File: config.mk
export PLATFORM = sky130hd
export DESIGN_NAME = hamming_serial_rx
export DESIGN_NICKNAME = d
export VERILOG_FILES = /design/src/rtl/hamming_pkg.sv /design/src/rtl/hamming_syndrome.sv /design/src/rtl/hamming_serial_rx.sv
export SDC_FILE = /design/constraint.sdc
export NUM_CORES = 1
export LEC_CHECK = 0
export ABC_AREA = 1
export CORE_MARGIN = 1
export CORE_UTILIZATION = 58
export DETAILED_ROUTE_END_ITERATION = 8
export GPL_TIMING_DRIVEN = 0
export PLACE_DENSITY = 0.87
export SETUP_SLACK_MARGIN = 0.1
export SLEW_MARGIN = 10
export SYNTH_ARGS = -nofsm -noshare
export SYNTH_HDL_FRONTEND = slang
export SYNTH_SLANG_ARGS = --single-unit
File: constraint.sdc
create_clock -name clk -period 6.8 [get_ports clk]
set_input_delay 0.68 -clock clk [delete_from_list [all_inputs] [get_ports clk]]
set_output_delay 0.68 -clock clk [all_outputs]
set_load 0.01 [all_outputs]
File: src/rtl/hamming_pkg.sv
// Shared Hamming(21,16) definitions for the serial link encoder and decoder.
// Codeword positions are 1-based; position p is stored in bit [p-1].
package hamming_pkg;

  localparam int DATA_W = 16;
  localparam int CODE_W = 21;
  localparam int PAR_W  = 5;

  localparam logic [PAR_W-1:0] SYN_MAX_VALID = 5'd21;
  localparam logic [PAR_W-1:0] SYN_MIN_UNC   = 5'd22;

  // Codeword position (1..CODE_W) of data bit idx; parity occupies the powers of two.
  function automatic int dataPos(input int idx);
    int pos;
    int cnt;
    pos = 0;
    cnt = 0;
    for (int p = 1; p <= CODE_W; p++) begin
      if ((p & (p - 1)) != 0) begin
        if (cnt == idx) pos = p;
        cnt++;
      end
    end
    return pos;
  endfunction

  function automatic logic [DATA_W-1:0] extractData(input logic [CODE_W-1:0] cw);
    logic [DATA_W-1:0] d;
    d = '0;
    for (int i = 0; i < DATA_W; i++) d[i] = cw[5'(dataPos(i) - 1)];
    return d;
  endfunction

endpackage

File: src/rtl/hamming_syndrome.sv
// Combinational Hamming(21,16) decode: syndrome, single-error correction and
// extraction of the data word.
module hamming_syndrome
  import hamming_pkg::*;
(
  input  logic [CODE_W-1:0] codeword,
  output logic [PAR_W-1:0]  syndrome,
  output logic [DATA_W-1:0] data,
  output logic              corrected,
  output logic              uncorrectable
);

  logic [CODE_W-1:0] fixedWord;

  // NOTE: every output of an always_comb gets a default first, so no path can infer a latch.
  always_comb begin
    syndrome      = '0;
    fixedWord     = codeword;
    corrected     = 1'b0;
    uncorrectable = 1'b0;
    for (int p = 1; p <= CODE_W; p++) begin
      if (codeword[5'(p - 1)]) syndrome = syndrome ^ 5'(p);
    end
    if (syndrome != '0 && syndrome <= SYN_MAX_VALID) begin
      fixedWord[syndrome - 5'd1] = ~codeword[syndrome - 5'd1];
      corrected = 1'b1;
    end else if (syndrome >= SYN_MIN_UNC) begin
      uncorrectable = 1'b1;
    end
    data = extractData(fixedWord);
  end

endmodule

File: src/rtl/hamming_serial_rx.sv
// Receive end of the Hamming(21,16) serial link: deserializer FSM, registered
// decode stage, one-entry valid/ready output buffer and saturating statistics.
module hamming_serial_rx
  import hamming_pkg::*;
#(
  parameter int CNT_W = 16
) (
  input  logic              clk,
  input  logic              rst,
  input  logic              iSerValid,
  input  logic              iSerData,
  input  logic              iSerStart,
  output logic [DATA_W-1:0] oData,
  output logic              oValid,
  input  logic              iReady,
  output logic [PAR_W-1:0]  oSyndrome,
  output logic              oCorrected,
  output logic              oUncorrectable,
  output logic              oOverrun,
  output logic [CNT_W-1:0]  oCorrCnt,
  output logic [CNT_W-1:0]  oUncCnt,
  output logic [CNT_W-1:0]  oOvrCnt
);

  localparam logic [0:0] ST_IDLE  = 1'b0;
  localparam logic [0:0] ST_SHIFT = 1'b1;
  localparam logic [4:0] LAST_BIT = 5'(CODE_W - 1);

  logic [0:0]        state;
  logic [4:0]        bitCnt;
  logic [CODE_W-1:0] shiftReg;
  logic [CODE_W-1:0] decReg;
  logic              decValid;
  logic              decPending;
  logic [DATA_W-1:0] decData;
  logic [PAR_W-1:0]  decSyn;
  logic              decCorr;
  logic              decUnc;

  logic [DATA_W-1:0] synData;
  logic [PAR_W-1:0]  synValue;
  logic              synCorr;
  logic              synUnc;
  logic              canLoad;

  // NOTE: state registers use non-blocking assignments so every flop samples pre-edge values.
  always_ff @(posedge clk or negedge rst) begin
    if (!rst) begin
      state    <= ST_IDLE;
      bitCnt   <= '0;
      shiftReg <= '0;
      decReg   <= '0;
      decValid <= 1'b0;
    end else begin
      decValid <= 1'b0;
      if (iSerValid) begin
        if (iSerStart) begin
          // A start bit always opens a new frame, silently dropping any partial one.
          state    <= ST_SHIFT;
          shiftReg <= {{(CODE_W-1){1'b0}}, iSerData};
          bitCnt   <= 5'd1;
        end else if (state == ST_SHIFT) begin
          if (bitCnt == LAST_BIT) begin
            decReg   <= {iSerData, shiftReg[CODE_W-2:0]};
            decValid <= 1'b1;
            state    <= ST_IDLE;
            bitCnt   <= '0;
          end else begin
            shiftReg[bitCnt] <= iSerData;
            bitCnt           <= bitCnt + 5'd1;
          end
        end
      end
    end
  end

  hamming_syndrome uSyndrome (
    .codeword      (decReg),
    .syndrome      (synValue),
    .data          (synData),
    .corrected     (synCorr),
    .uncorrectable (synUnc)
  );

  always_ff @(posedge clk or negedge rst) begin
    if (!rst) begin
      decPending <= 1'b0;
      decData    <= '0;
      decSyn     <= '0;
      decCorr    <= 1'b0;
      decUnc     <= 1'b0;
    end else begin
      decPending <= decValid;
      if (decValid) begin
        decData <= synData;
        decSyn  <= synValue;
        decCorr <= synCorr;
        decUnc  <= synUnc;
      end
    end
  end

  assign canLoad = !oValid || iReady;

  always_ff @(posedge clk or negedge rst) begin
    if (!rst) begin
      oValid         <= 1'b0;
      oData          <= '0;
      oSyndrome      <= '0;
      oCorrected     <= 1'b0;
      oUncorrectable <= 1'b0;
      oOverrun       <= 1'b0;
      oCorrCnt       <= '0;
      oUncCnt        <= '0;
      oOvrCnt        <= '0;
    end else if (decPending && canLoad) begin
      oValid         <= 1'b1;
      oData          <= decData;
      oSyndrome      <= decSyn;
      oCorrected     <= decCorr;
      oUncorrectable <= decUnc;
      if (decCorr && oCorrCnt != {CNT_W{1'b1}}) oCorrCnt <= oCorrCnt + CNT_W'(1);
      if (decUnc && oUncCnt != {CNT_W{1'b1}})   oUncCnt  <= oUncCnt + CNT_W'(1);
    end else if (decPending) begin
      // Buffer is held by the consumer: the new word is lost and only the overrun stats move.
      oOverrun <= 1'b1;
      if (oOvrCnt != {CNT_W{1'b1}}) oOvrCnt <= oOvrCnt + CNT_W'(1);
    end else if (oValid && iReady) begin
      oValid <= 1'b0;
    end
  end

endmodule

## Yosys cells after proc, flatten, opt, wreduce, memory -nomap -nowiden

Cells that the tools add are included.

| word-level totals | value |
|---|---|
| register bits | 136 |
| input port bits | 6 |
| output and inout bits | 73 |
| word-level logic and storage cells | 118 |

| operators by class | value |
|---|---|
| add/subtract/negate cells | 5 |
| magnitude comparators | 6 |
| equality and inequality tests | 6 |
| multiplexer cells | 44 |
| bitwise operators | 18 |
| reductions and logical operators | 20 |

Operators with widths:

| operator | number |
|---|---|
| 21-bit 2-to-1 mux | 3 |
| 16-bit by 1-bit adder with 16-bit output, second input constant | 3 |
| 16-bit != test, second input constant | 3 |
| 21-bit bitwise mux | 2 |
| 4-bit 2-to-1 mux | 8 |
| 5-bit 2-to-1 mux | 4 |
| 1-bit 2-to-1 mux | 17 |
| 15-bit 2-to-1 mux | 1 |
| 5-bit by 6-bit < comparator with 1-bit output, second input constant | 2 |
| 3-bit 2-to-1 mux | 4 |
| 2-bit NOT | 6 |
| 3-bit NOT | 4 |
| 1-bit demux with 5-bit select | 2 |
| 5-bit by 1-bit >= comparator with 1-bit output, second input constant | 2 |
| 2-bit AND reduction | 5 |
| 1-bit logical AND | 7 |
| 3-bit AND reduction | 2 |
| 5-bit by 1-bit adder with 5-bit output, second input constant | 1 |
| 1-bit binary-select mux with 5-bit select | 1 |
| 5-bit equality test, second input constant | 1 |
| 5-bit >= comparator, second input constant | 1 |
| 5-bit less-or-equal comparator, second input constant | 1 |
| 5-bit nonzero test | 1 |
| 5-bit by 1-bit subtractor with 5-bit output, second input constant | 1 |
| other kinds (10) | 17 |

## Longest topological paths before layout

| depth | value |
|---|---|
| depth after elaboration | 34 |
| depth in mapped cells | 25 |

## By module

Synthesis repeated with hierarchy kept, for this count alone.

| second synthesis, totals | value |
|---|---|
| cell total of the unflattened synthesis | 1145 |
| area total of the unflattened synthesis | 8242.9 sq um |

Modules (own cells, without submodules):

| module | instances | cells each | area an instance (sq um) |
|---|---|---|---|
| hamming_serial_rx | 1 | 892 | 6971.7 |
| hamming_syndrome | 1 | 253 | 1271.2 |

## Worst setup path before layout

No wires, ideal clock.

| path | value |
|---|---|
| kind | register to register |
| start | register decReg[6] |
| end | register decData[0] |
| library setup time | 0.116 ns |
| arrival | 2.442 ns |
| slack | 4.241 ns |
| stages on the path, launching flop included | 21 |
| path buffers | 2 |
| cells stage by stage | dfrtp_1 > buf_4 > inv_4 > nand2_1 > nand2_1 > inv_2 > nand2_1 > nand2_1 > nand2_2 > nand3_4 > nand2_8 > inv_1 > ha_1 > inv_1 > o31ai_1 > nand3_1 > nand2_2 > buf_6 > nand3_1 > nand2_1 > nand2_1 |

| between the ends | value |
|---|---|
| word-level cells in the longest chain between the ends | 21 |

Ends and longest elaborated chain:

| element | line | RTL |
|---|---|---|
| start, declared | hamming_serial_rx.sv:32 | `logic [CODE_W-1:0] decReg;` |
| start signal, assigned | hamming_serial_rx.sv:64 | `decReg <= {iSerData, shiftReg[CODE_W-2:0]};` |
| 3-bit 2-to-1 mux | hamming_syndrome.sv:22 | `if (codeword[5'(p - 1)]) syndrome = syndrome ^ 5'(p);` |
| 4-bit 2-to-1 mux | hamming_syndrome.sv:22 |  |
| 2-bit NOT (no line) or 4-bit 2-to-1 mux (tied branches) | -- |  |
| 4-bit 2-to-1 mux or 2-bit NOT (tied branches) | -- |  |
| 4-bit 2-to-1 mux | hamming_syndrome.sv:22 |  |
| 3-bit NOT (no line) or 2-bit NOT (tied branches) | -- |  |
| 4-bit 2-to-1 mux | hamming_syndrome.sv:22 |  |
| 4-bit 2-to-1 mux or 3-bit NOT (tied branches) | -- |  |
| [... 5 more ...] | -- |  |
| 5-bit 2-to-1 mux | hamming_syndrome.sv:22 |  |
| 5-bit by 1-bit subtractor with 5-bit output | hamming_syndrome.sv:25 | `fixedWord[syndrome - 5'd1] = ~codeword[syndrome - 5'd1];` |
| 5-bit by 6-bit < comparator with 1-bit output (implied by the code) or 5-bit by 1-bit >= comparator with 1-bit output (tied branches) | hamming_syndrome.sv:25 |  |
| 1-bit logical AND (implied by the code) | hamming_syndrome.sv:25 |  |
| 1-bit 2-to-1 mux (implied by the code) | hamming_syndrome.sv:25 |  |
| 1-bit demux with 5-bit select | -- |  |
| 21-bit bitwise mux | hamming_syndrome.sv:25 |  |
| 15-bit 2-to-1 mux * | hamming_syndrome.sv:24 | `if (syndrome != '0 && syndrome <= SYN_MAX_VALID) begin` |
| end signal, assigned | hamming_serial_rx.sv:95 | `decData <= synData;` |
| end, declared | hamming_serial_rx.sv:35 | `logic [DATA_W-1:0] decData;` |

Every way passes the cells marked *; elsewhere a longest branch is shown, timed or not. The select of a mux whose other input is x is not followed.
A chain may end at the register's enable or synchronous reset.

## Worst setup path after layout

| path | value |
|---|---|
| start | register decReg[12] |
| end | register decData[0] |

| between the ends | value |
|---|---|
| word-level cells in the longest chain between the ends | 13 |

Ends and longest elaborated chain:

| element | line |
|---|---|
| 4-bit 2-to-1 mux | hamming_syndrome.sv:22 |
| 3-bit NOT (no line) | -- |
| 4-bit 2-to-1 mux | hamming_syndrome.sv:22 |
| 4-bit NOT (no line) | -- |
| 4-bit 2-to-1 mux | hamming_syndrome.sv:22 |
| 5-bit 2-to-1 mux | hamming_syndrome.sv:22 |
| 5-bit by 1-bit subtractor with 5-bit output | hamming_syndrome.sv:25 |
| 5-bit by 6-bit < comparator with 1-bit output (implied by the code) or 5-bit by 1-bit >= comparator with 1-bit output (tied branches) | hamming_syndrome.sv:25 |
| 1-bit logical AND (implied by the code) | hamming_syndrome.sv:25 |
| 1-bit 2-to-1 mux (implied by the code) | hamming_syndrome.sv:25 |
| 1-bit demux with 5-bit select | -- |
| 21-bit bitwise mux | hamming_syndrome.sv:25 |
| 15-bit 2-to-1 mux * | hamming_syndrome.sv:24 |

Marks and branches as above.

==> impl_metrics.ini <==
[synthesis]
syn_inst = 832
ys_seq_area_share_pct = 48.7
ys_ff_latch = 135
syn-cell-area_um2 = 6940
synth_cell_type_count = 38
synth_warnings = 0
syn_avg_cell_area_um2 = 8.34

[detailed_routing]
ant_nets = 0
detail_route.first_pass.iterations = 7
wire_per_inst_um = 14.4
drc = 30
routed_wirelength_um = 15600
via_per_inst = 5.42
detail_route.iter0.violations = 459
num_vias = 5873

[critical_path]
cp.arrival_ns = 3.35
path_cells = buf_4 > inv_4 > nand2_1 > nand2_1 > inv_2 > nand2_1 > nand2_1 > nand2_2 > nand3_4 > nand2_8 > inv_1 > ha_1 > inv_1 > o31ai_1 > nand3_1 > nand2_2 > buf_6 > nand3_1 > nand2_1 > nand2_1
crit_fanout = 10
required_ns = 7.12
path_class = flip-flop to flip-flop
crit_top_cell = nand2_1
cp_slowest_cell = ha_1
end_kind = flip-flop
slowest_delay_ns = 0.42
cp-start-kind = flip-flop

[run]
cap_viol_max_count = 0

[clocking]
root_buffer = clkbuf_16
cts_setup_buffers = 0
cts_made_buffers = 17
clock-sinks = 135
cts_resized = 0
clock_latency_ns = 0.43
holdBufCountCts = 0
cts_buffer_depth = 2
cts-htree-levels = 4
cts_tree = done
clk_pin_slew_worst_paths_ns = 0.06

[grt]
gr-total-overflow = 0
grt_max_degree = 71
grt_pass1_vias = 5861
grt_use_total_pct = 27.3
grt_antenna_before_repair = 0
grt_first_pass_wirelength_um = 26900

[sta]
final.min_clock_period_ns = 3.03
setup_tns_ns = 0
hold_violations = 0
setup_viol_count_final = 0
rsz0062_at_grt = no
worst_slew_pin_slew_ns = 0.610
finalCritPeriodShare_pct = 44.5
fmax_ghz = 0.331
slew_viol_final = 0
skew_ns = 0.0115
slew_headroom_pct = 59.3

[floorplan]
core_um2 = 11500
die_area_um2 = 12400
die_y_um = 111
rows = 39
initial_core_util_pct = 60.2
io_pins = 79
die_w_um = 111

[final_layout]
final_cell_area_um2 = 8540
synthToLayoutAreaGrowth_pct = 23.2
post-route-util_pct = 74.2
antenna_cells = 0
nNetsFinal = 944
final_cell_mix = nand2_1 (245), dfrtp_1 (135), inv_1 (91)
layout_commonest_cell = nand2_1
multi_input_area_um2 = 3030
layoutNonFillerInstCount = 1084
ff_latch_area_um2 = 3380
drive_gt1_share_pct = 9.67
fillers = 812

[power_and_ir_drop]
ir_drop_mv = 0.207
leakage_nw = 4.24
power.density_nw_per_um2 = 254

[placement]
placed_area_um2 = 7890
portBuffers = 73
gp_congestion = 0.946
post-place-cells = 1053
place_hpwl_um = 10700

[run_status]
violations = design-rule violations
status = complete, but fails checks

[hold_path]
hp-class = input port to async pin
[final timing paths]
kind / start / endpoint / slack, ns / depth (start not counted)
max reg2reg: decReg[12]$_DFFE_PN0P_ / decData[0]$_DFFE_PN0P_ / 3.77 / 20
max in group asynchronous: rst / oUncCnt[12]$_DFFE_PN0P_ / 5.83 / 2
min: rst / oOvrCnt[8]$_DFFE_PN0P_ / 0.23 / 1
min in group clk: decData[5]$_DFFE_PN0P_ / oData[5]$_DFFE_PN0P_ / 0.48 / 2
max: decReg[12]$_DFFE_PN0P_ / decData[0]$_DFFE_PN0P_ / 3.77 / 20
min reg2reg: decData[5]$_DFFE_PN0P_ / oData[5]$_DFFE_PN0P_ / 0.48 / 2
[stage by stage]
| step | total power, mW | hold WS (ns) | setup WS, ns |
|---|---|---|---|
| floorplan | 1.09 | 0.384 | 4.24 |
| global placement | 1.15 | 0.454 | -0.0902 |
| detailed placement | 1.16 | 0.463 | 3.73 |
| CTS | 2.18 | 0.256 | 3.81 |
| global route | 2.25 | 0.279 | 3.51 |
| finish | 2.17 | 0.230 | 3.77 |
[cell type report]
| class | count | area share (%) |
|---|---|---|
| buffer | 26 | 1.87 |
| clock buffer | 23 | 5.71 |
| clock inverter | 8 | 1.96 |
| inverter | 101 | 4.50 |
| multi-input combinational | 574 | 35.4 |
| sequential | 135 | 39.5 |
| tap | 143 | 2.09 |
| timing repair buffer | 74 | 8.89 |
[synth_stat cells, drive strengths merged]
master / count / area [µm²]
nand2: 262 / 1070
o21a: 6 / 45.0
ha: 9 / 113
buf: 13 / 111
mux2: 4 / 45.0
nor4b: 1 / 8.76
inv: 100 / 380
o21ai: 35 / 175
or2: 2 / 12.5
nor4: 3 / 18.8
nand3b: 1 / 7.51
nor3: 9 / 45.0
nand4: 8 / 50.1
nor2: 60 / 246
xor2: 36 / 315
o22ai: 18 / 113
dfrtp: 135 / 3380
a32o: 3 / 30.0
nand3: 71 / 428
clkinv: 1 / 3.75
a21oi: 20 / 100
xnor2: 20 / 175
clkbuf: 13 / 48.8
o31ai: 1 / 7.51
conb: 1 / 3.75
[per-layer routing]
metal | track usage, % | vias to the layer above | share of wire, %
li1 | - | 2825 | -
met1 | 32.0 | 2774 | 40
met2 | 47.7 | 228 | 51
met3 | 6.04 | 46 | 6.0
met4 | 13.1 | 0 | 3.2
met5 | 0 | - | 0
[power breakdown]
group	internal, mW	leakage, nW	switching, mW
logic	0.104	2.19	0.214
clock network	0.686	0.319	0.332
registers	0.821	1.74	0.0171
[flip-flops by register name (all words and copies together) (netlist names), 5 cells and up]
name and count:
decSyn 5, shiftReg 20, oData 11, oCorrCnt 16
decData 11, decReg 21, oSyndrome 5, oOvrCnt 16
bitCnt 5, oUncCnt 16
[critical path, delay by kind of cell, from the launching register on]
kind                     cells  cell delay [ns]
AND/OR/NAND/NOR             12             1.13
flip-flops                   1             0.36
AO/OA/AOI/OAI                1             0.26
adder cells (fa/ha/maj)      1             0.42
buffers and inverters        6             0.73
[cells by family (layout without fill, tap and decap cells)]
logic type | count (synthesis) | after routing | synth area share, %
XOR/XNOR | 56 | 56 | 7.07
adder cells (fa/ha/maj) | 9 | 9 | 1.62
buffers and inverters | 127 | 232 | 7.85
other | 1 | 5 | 0.0541
multiplexers | 4 | 4 | 0.649
AO/OA/AOI/OAI | 83 | 83 | 6.78
AND/OR/NAND/NOR | 417 | 417 | 27.3
flip-flops | 135 | 135 | 48.7
No activity file was read; power rests on OpenSTA's default activity.
